<file path="config.mk">
export PLATFORM = sky130hd
export DESIGN_NAME = dma_engine
export DESIGN_NICKNAME = d
export VERILOG_FILES = /design/src/rtl/dma_engine.sv
export SDC_FILE = /design/constraint.sdc
export NUM_CORES = 1
export LEC_CHECK = 0
export BUFFER_PORTS_ARGS = -buffer_cell sky130_fd_sc_hd__clkbuf_2
export CORE_ASPECT_RATIO = 0.8
export CORE_MARGIN = 3
export CORE_UTILIZATION = 53
export CTS_BUF_LIST = sky130_fd_sc_hd__clkbuf_16
export DETAILED_ROUTE_END_ITERATION = 6
export PLACE_DENSITY = 0.85
export SYNTH_ARGS = -nofsm -noshare
export SYNTH_HDL_FRONTEND = slang
export SYNTH_SLANG_ARGS = --single-unit
</file>
<file path="constraint.sdc">
create_clock -name clk -period 2.1 [get_ports clk]
set_input_delay 0.21 -clock clk [delete_from_list [all_inputs] [get_ports clk]]
set_output_delay 0.21 -clock clk [all_outputs]
set_load 0.05 [all_outputs]
</file>
<file path="src/rtl/dma_engine.sv">
// dma_engine: bus-master block copy/fill engine programmed through an 8-register config port.
// Requests the shared memory bus, moves bytes while granted, then releases it and reports done.
module dma_engine (
    input  logic        clk,
    input  logic        reset,
    input  logic [2:0]  cfg_address,
    input  logic [7:0]  cfg_data_in,
    input  logic        cfg_write,
    output logic [7:0]  cfg_data_out,
    output logic        bus_request,
    input  logic        bus_grant,
    output logic [15:0] bus_address,
    output logic [7:0]  bus_data_out,
    input  logic [7:0]  bus_data_in,
    output logic        bus_write_enable,
    output logic        done_irq
);
    localparam int unsigned AW = 16;
    localparam int unsigned DW = 8;
    localparam int unsigned LW = 16;

    typedef enum logic [2:0] {
        S_IDLE    = 3'd0,
        S_REQ     = 3'd1,
        S_RD_ADDR = 3'd2,
        S_RD_CAP  = 3'd3,
        S_WR      = 3'd4,
        S_WR_HOLD = 3'd5,
        S_DONE    = 3'd6
    } state_e;

    state_e        state_q, state_d;
    logic [AW-1:0] src_q, src_d;
    logic [AW-1:0] dst_q, dst_d;
    logic [LW-1:0] len_q, len_d;
    logic [DW-1:0] fill_q, fill_d;
    logic [DW-1:0] data_q, data_d;
    logic          fill_mode_q, fill_mode_d;
    logic          src_fixed_q, src_fixed_d;
    logic          irq_en_q, irq_en_d;
    logic          done_q, done_d;
    logic          aborted_q, aborted_d;
    logic          abort_pend_q, abort_pend_d;

    logic busy;
    logic ctrl_wr;
    logic abort_now;
    logic abort_any;

    assign busy      = (state_q == S_REQ) || (state_q == S_RD_ADDR) || (state_q == S_RD_CAP)
                    || (state_q == S_WR)  || (state_q == S_WR_HOLD);
    assign ctrl_wr   = cfg_write && (cfg_address == 3'd6);
    assign abort_now = ctrl_wr && cfg_data_in[7] && busy;
    assign abort_any = abort_now || abort_pend_q;

    // Next-state: transfer sequencing first, then idle-time config writes may override.
    always_comb begin
        state_d      = state_q;
        src_d        = src_q;
        dst_d        = dst_q;
        len_d        = len_q;
        fill_d       = fill_q;
        data_d       = data_q;
        fill_mode_d  = fill_mode_q;
        src_fixed_d  = src_fixed_q;
        irq_en_d     = irq_en_q;
        done_d       = done_q;
        aborted_d    = aborted_q;
        abort_pend_d = abort_pend_q;

        if (abort_now) begin
            abort_pend_d = 1'b1;
        end

        case (state_q)
            S_REQ: begin
                if (abort_any) begin
                    state_d      = S_DONE;
                    done_d       = 1'b1;
                    aborted_d    = 1'b1;
                    abort_pend_d = 1'b0;
                end else if (bus_grant) begin
                    state_d = fill_mode_q ? S_WR : S_RD_ADDR;
                end
            end
            S_RD_ADDR: state_d = bus_grant ? S_RD_CAP : S_REQ;
            S_RD_CAP: begin
                if (bus_grant) begin
                    data_d  = bus_data_in;
                    state_d = S_WR;
                end else begin
                    state_d = S_REQ;
                end
            end
            S_WR: state_d = bus_grant ? S_WR_HOLD : S_REQ;
            S_WR_HOLD: begin
                // Pointers advance only here, so a lost grant replays the current byte.
                if (!bus_grant) begin
                    state_d = S_REQ;
                end else begin
                    dst_d = dst_q + AW'(1);
                    if (!src_fixed_q && !fill_mode_q) begin
                        src_d = src_q + AW'(1);
                    end
                    len_d = len_q - LW'(1);
                    if ((len_q == LW'(1)) || abort_any) begin
                        state_d      = S_DONE;
                        done_d       = 1'b1;
                        aborted_d    = abort_any;
                        abort_pend_d = 1'b0;
                    end else begin
                        state_d = fill_mode_q ? S_WR : S_RD_ADDR;
                    end
                end
            end
            S_DONE:  state_d = S_IDLE;
            default: state_d = S_IDLE;
        endcase

        if (cfg_write && !busy) begin
            case (cfg_address)
                3'd0: src_d[7:0]  = cfg_data_in;
                3'd1: src_d[15:8] = cfg_data_in;
                3'd2: dst_d[7:0]  = cfg_data_in;
                3'd3: dst_d[15:8] = cfg_data_in;
                3'd4: len_d[7:0]  = cfg_data_in;
                3'd5: len_d[15:8] = cfg_data_in;
                3'd6: begin
                    irq_en_d = cfg_data_in[3];
                    if (cfg_data_in[6]) begin
                        done_d = 1'b0;
                    end
                    if (cfg_data_in[0]) begin
                        fill_mode_d  = cfg_data_in[1];
                        src_fixed_d  = cfg_data_in[2];
                        abort_pend_d = 1'b0;
                        if (len_q != '0) begin
                            done_d    = 1'b0;
                            aborted_d = 1'b0;
                            state_d   = S_REQ;
                        end else begin
                            done_d = 1'b1;
                        end
                    end
                end
                default: fill_d = cfg_data_in;
            endcase
        end
    end

    always_ff @(posedge clk) begin
        if (!reset) begin
            state_q      <= S_IDLE;
            src_q        <= '0;
            dst_q        <= '0;
            len_q        <= '0;
            fill_q       <= '0;
            data_q       <= '0;
            fill_mode_q  <= 1'b0;
            src_fixed_q  <= 1'b0;
            irq_en_q     <= 1'b0;
            done_q       <= 1'b0;
            aborted_q    <= 1'b0;
            abort_pend_q <= 1'b0;
        end else begin
            state_q      <= state_d;
            src_q        <= src_d;
            dst_q        <= dst_d;
            len_q        <= len_d;
            fill_q       <= fill_d;
            data_q       <= data_d;
            fill_mode_q  <= fill_mode_d;
            src_fixed_q  <= src_fixed_d;
            irq_en_q     <= irq_en_d;
            done_q       <= done_d;
            aborted_q    <= aborted_d;
            abort_pend_q <= abort_pend_d;
        end
    end

    // Bus drive decoded from state; the write strobe is also gated by the live grant.
    always_comb begin
        bus_request      = busy;
        bus_address      = '0;
        bus_data_out     = '0;
        bus_write_enable = 1'b0;
        case (state_q)
            S_RD_ADDR, S_RD_CAP: bus_address = src_q;
            S_WR, S_WR_HOLD: begin
                bus_address      = dst_q;
                bus_data_out     = fill_mode_q ? fill_q : data_q;
                bus_write_enable = (state_q == S_WR) && bus_grant;
            end
            default: ;
        endcase
    end

    assign done_irq = done_q && irq_en_q;

    always_comb begin
        cfg_data_out = '0;
        case (cfg_address)
            3'd0:    cfg_data_out = src_q[7:0];
            3'd1:    cfg_data_out = src_q[15:8];
            3'd2:    cfg_data_out = dst_q[7:0];
            3'd3:    cfg_data_out = dst_q[15:8];
            3'd4:    cfg_data_out = len_q[7:0];
            3'd5:    cfg_data_out = len_q[15:8];
            3'd6:    cfg_data_out = {4'b0000, irq_en_q, aborted_q, done_q, busy};
            default: cfg_data_out = fill_q;
        endcase
    end

endmodule

</file>
======== Word level (Yosys, flattened, before mapping) ========
Index checks and enable logic that the tools add are counted.
storage, ports and cells
  output and inout port bits .............. 35
  logic and storage cells ................. 112
  flip-flop bits (word level) ............. 73
  input port bits ......................... 23
cells by class
  multiplexer cells ....................... 59
  reductions and logical operators ........ 25
  add/subtract/negate cells ............... 3
  bitwise operators ....................... 1
  equal/unequal tests ..................... 12
operator list
  kind                                                number
  2-to-1 mux 16 bit                                   10
  2-to-1 mux 8 bit                                    8
  one-hot mux 8 bit (7 select lines)                  1
  2-to-1 mux 3 bit                                    11
  adder 16 x 1 -> 16 bit, second input constant       2
  one-hot mux 16 bit (2 select lines)                 1
  2-to-1 mux 1 bit                                    23
  == test 16 x 1 -> 1 bit, second input constant      1
  nonzero test 16 bit                                 1
  subtractor 16 x 1 -> 16 bit, second input constant  1
  == test 3 bit, second input constant                5
  one-hot mux 3 bit (5 select lines)                  1
  == test 3 x 2 -> 1 bit, second input constant       4
  logical AND 1 bit                                   7
  OR reduction 7 bit                                  1
  == test 3 x 1 -> 1 bit, second input constant       2
  logical OR 1 bit                                    6
  one-hot mux 1 bit (2 select lines)                  3
  AND reduction 2 bit                                 3
  OR reduction 2 bit                                  2
  logical NOT 1 bit                                   3
  logical NOT 3 bit                                   1
  AND reduction 3 bit                                 1
  2-to-1 mux 2 bit                                    1
  NOT 1 bit                                           1

======== Longest topological paths before layout ========
  depth in word-level cells ............... 15
  gate-level depth with buffers ........... 7
  depth with buffers taken out ............ 6

======== Least setup slack after synthesis ========
OpenSTA, ideal clock, no wires.
  path type ............................... in2out
  from .................................... input port cfg_address[1]
  to ...................................... output port cfg_data_out[1]
  data required time ...................... 1.890 ns
  cell stages on the path ................. 7
  arrival ................................. 2.135 ns
  setup slack ............................. -0.245 ns
  buffers on the path ..................... 3
  cell sequence ........................... buf_2 > buf_1 > clkbuf_1 > nand2_1 > o311ai_0 > o21ai_0 > a21oi_1
between the ends
  cells in the longest elaborated chain, start to end .. 2
  elaborated cells between the ends (all ways) .. 8
  those cells by class .................... 6 x eq/ne; 1 x mux; 1 x reduce/logical
ends and longest elaborated chain
  element                                      RTL line  RTL
  from (decl)                                  6         input logic [2:0] cfg_address,
  == test 3 bit, or another cell as far along  202       case (cfg_address)
  one-hot mux 8 bit (7 select lines) (*)       202
  to (decl)                                    9         output logic [7:0] cfg_data_out,
Mark *: on every way between the ends. The rest lies on a longest branch, timed or not.

======== Final worst setup path ========
  from .................................... register src_q[12]
  to ...................................... output port cfg_data_out[4]
between the ends
  cells in the longest elaborated chain, start to end .. 1
ends and longest elaborated chain
  element                             RTL line  RTL
  from (decl)                         33        logic [AW-1:0] src_q, src_d;
  from (signal assigned)              167       src_q <= src_d;
  one-hot mux 8 bit (7 select lines)  202
Every way passes these cells.

==> impl_results.md <==
- WL/cell: approximately 21 um
- DR iter-0 viols: 548
- Via Count: about 5,400
- Worst path arrival time: about 1900 ps
- Synth area leader: dfxtp_1
- Clk sinks: between 70 and 80
- GPL Wtd Cong: a little over 1
- Root Driver: clkbuf_16
- Status: finished with violations
- Worst path bufs/invs: 1
- Maximum VDD drop: between 0.4 and 0.5 mV
- # rows: 30
- Slew HR: ~50%
- Clock transition at path regs: 60 ps
- Unique masters post-synth: 60
- Final ANT Viol Nets: 0
- Delay-heaviest family, CP: compound AO/OA/AOI/OAI gates
- Clock Skew: 6.61 ps
- HP Class: in -> reg
- IO buf count: between 50 and 60
- CTS H-tree depth: 3
- First-pass GRT wire length: around 26,000 um
- GR Util met1: between 40% and 50%
- Crit Path Class: reg -> out
- Tot Pwr: 3.74 mW
- Hold Vio Cnt, Final: 0
- CTS tree: done
- EDFF count, synth: 0
- Static Leakage: approximately 2.2 nW
- Worst Min Path Start: bus_data_in[1]
- RSZ-0062 raised after global routing: true
- Largest net degree at the start of global routing: 32
- Syn Inst Count: 594
- Post-Synth Adder-Cell Area: 1.34%
- Max Cap Viol: 0
- YS warnings: 0
- Met2 Track Usage GR: between 40% and 50%
- Largest cells by area after synthesis: dfxtp_1 31%, o21ai_0 6.1%, mux2i_1 5.8%
- Total Wirelength: 16,700 um
- Post-synthesis compound-gate area fraction: about a quarter
- Share of the synthesized area in the top cell type: 31.2%
- CP Launch Point: src_q[12]$_SDFF_PN0_
- Failing checks: negative setup slack
- Grt total ovfl: 0
- Initial antenna violation count: 0
- Layout Utilization: ~70%
- Cells along the critical path: nor2b_1 -> a211oi_1 -> o21ai_0 -> o221a_2 -> buf_2
- CP endpoint kind: primary output
- Min Tclk post-route: approximately 2100 ps
- Via density: approximately 6.9
- Total GRT Usage: between 30 and 40%
- Final setup vio count: 2
- Worst R2R Start: len_q[3]$_SDFF_PN0_
- Tcrit/Tclk final: 101%
- Pwr/cell area: 625 mW/mm^2
- Top Usage Layer GRT: met2
- Clock insertion delay at the later pin of the skew report: roughly 340 ps
- CP peak stage delay: ~460 ps
- Syn avg cell area: 7.89 um^2
- Worst-margin pin slew: 727 ps
- Die W: between 100 and 150 um
- Post-Synth Simple-Gate Area: approximately a quarter
- Drt first pass iters: 6
- Post-synthesis mux area share: approximately 7.5%
- Filler Cells Inserted: around 640
- Post-CTS Hold Fix Bufs: 0
- Slowest-stage cell, CP: dfxtp_1
- Final net count: 696
- Ports: 58
- Top_reg_cell synth: dfxtp_1
- DIE AREA: 0.0100 mm^2
- Required time worst endpoint: 1890 ps
- Initial Util: a little over half
- Number of global-route vias before repair: slightly below 5,000
- Net Count, Synth: between 600 and 700
- Setup ws final: -25.1 ps
- Setup crit start kind: flop
- Seq cells post-synth: between 70 and 80
- FMAX: about 0.47 GHz
- P&R area growth vs syn: 27.7%
- Layout cell share with drive strength beyond 1: 23.9%
- Post-synth ARST share: 0%
- XOR/XNOR Fraction of Synth Area: under 10%
- Final Max Slew Viols: 0
- Drt drc: 0
- Die Span Y: 90.1 um
- Core box area: roughly 0.0086 mm^2
- Ant. Diodes: 0
- Largest family of logic cells by synthesized area: compound AO/OA/AOI/OAI gates
- M3 GR Usage: roughly 7.5%
- Crit Path Max Fanout: 6
- Inserted Clock Buffers: 9
- Post-DP HPWL: between 10,000 and 15,000 um
- Post-Syn Area: 0.00468 mm^2
- Sequential area share after synthesis: 31.2%
- CTS Buffer Depth: 2
==> synthesized netlist by cell type (all sizes together) (5+ instances only) <==
library cell  count
a211oi           10
a21oi            32
a22o             15
a31oi            17
buf               6
clkbuf           40
dfxtp            73
ha                5
inv              14
mux2i            27
nand2            48
nand2b            5
nand3            14
nand4            16
nor2             48
nor2b             7
nor3             12
nor4              8
o2111ai           6
o211ai            7
o21ai            58
o31ai            11
or2               7
or3              10
or4              15
xnor2            14
xor2             12
==> cells by family after synthesis <==
group,after synthesis
compound gates,183
xor+xnor,26
fa+ha+maj,5
buf+inv,60
flops,73
mux,32
simple gates,215
==> worst paths after layout <==
kind | slack [ps] | cells after the start | to
min reg2reg | 460 | 2 | data_q[5]$_SDFFE_PN0P_
max reg2reg | 50 | 4 | len_q[14]$_SDFF_PN0_
min | 90 | 3 | data_q[1]$_SDFFE_PN0P_
max | -30 | 5 | cfg_data_out[4]
==> registers in the layout (all words and copies together), names as in the netlist <==
signal / flops
src_fixed_q: 1
done_q: 1
aborted_q: 1
fill_q: 8
src_q: 16
state_q: 3
dst_q: 16
irq_en_q: 1
fill_mode_q: 1
len_q: 16
data_q: 8
abort_pend_q: 1
==> cell usage in the layout, fill, tap and decap left out, types with 6 or more instances in the layout <==
cell type and count:
nor2b_1 6, clkbuf_16 10, dfxtp_1 70, nor4_1 8, nor3_1 11, a211oi_1 10, nand4_1 16, xor2_1 12
nand2_1 48, xnor2_1 14, o31ai_1 11, a21oi_1 31, clkbuf_2 37, o211ai_1 7, nor2_1 44, nand3_1 14
or3_1 9, buf_12 16, a31oi_1 17, or4_1 11, buf_4 52, o21ai_0 54, mux2i_1 27, a22o_1 15
or2_2 7, inv_1 14, o2111ai_1 6
==> per-layer routing <==
metal / wire length, um / vias up
met5: 0 / -
met4: 861 / 0
met3: 2000 / 96
met2: 7390 / 411
met1: 6420 / 2513
li1: - / 2374
==> stage by stage <==
stage          worst slack, ps  instances  instance area (um^2)  setup TNS [ps]  hold WS, ps
2_1_floorplan             -134        594                  4700            -276          346
3_3_place_gp              62.3        768                  5570               0          433
3_5_place_dp             -12.2        768                  5570           -28.9          441
4_1_cts                   3.32        785                  5960               0         89.7
5_1_grt                  -48.0        785                  5980           -48.0          104
6_report                 -25.1        785                  5980           -32.1         87.4
==> report_power, final <==
group	leakage (nW)	internal [mW]	switching (mW)
Combinational	1.48	0.172	0.302
Sequential	0.594	1.42	0.0512
Clock	0.167	1.16	0.632
==> worst register-to-register path: cells and delay by family, from the launching register on <==
kind	cells	cell delay, ps
AND/OR/NAND/NOR	3	1500
flip-flops	1	330
AO/OA/AOI/OAI	1	160
==> layout make-up <==
type	count	area (um^2)	share of cell area [%]
Clock buffer	9	225	3.77
Clock inverter	7	119	1.99
Inverter	14	52.6	0.879
Multi-Input combinational cell	461	3040	50.8
Sequential cell	73	1470	24.6
Tap cell	112	140	2.34
Timing Repair Buffer	109	938	15.7
==> repair_timing <==
| action | CTS | global route |
|---|---|---|
| cloned | 0 | 0 |
| pin swaps | 2 | 0 |
| setup buffers | 1 | 0 |
| setup endpoints to repair | 15 | 9 |
| resized for setup | 10 | 14 |
No activity file was read; power rests on OpenSTA's default activity.
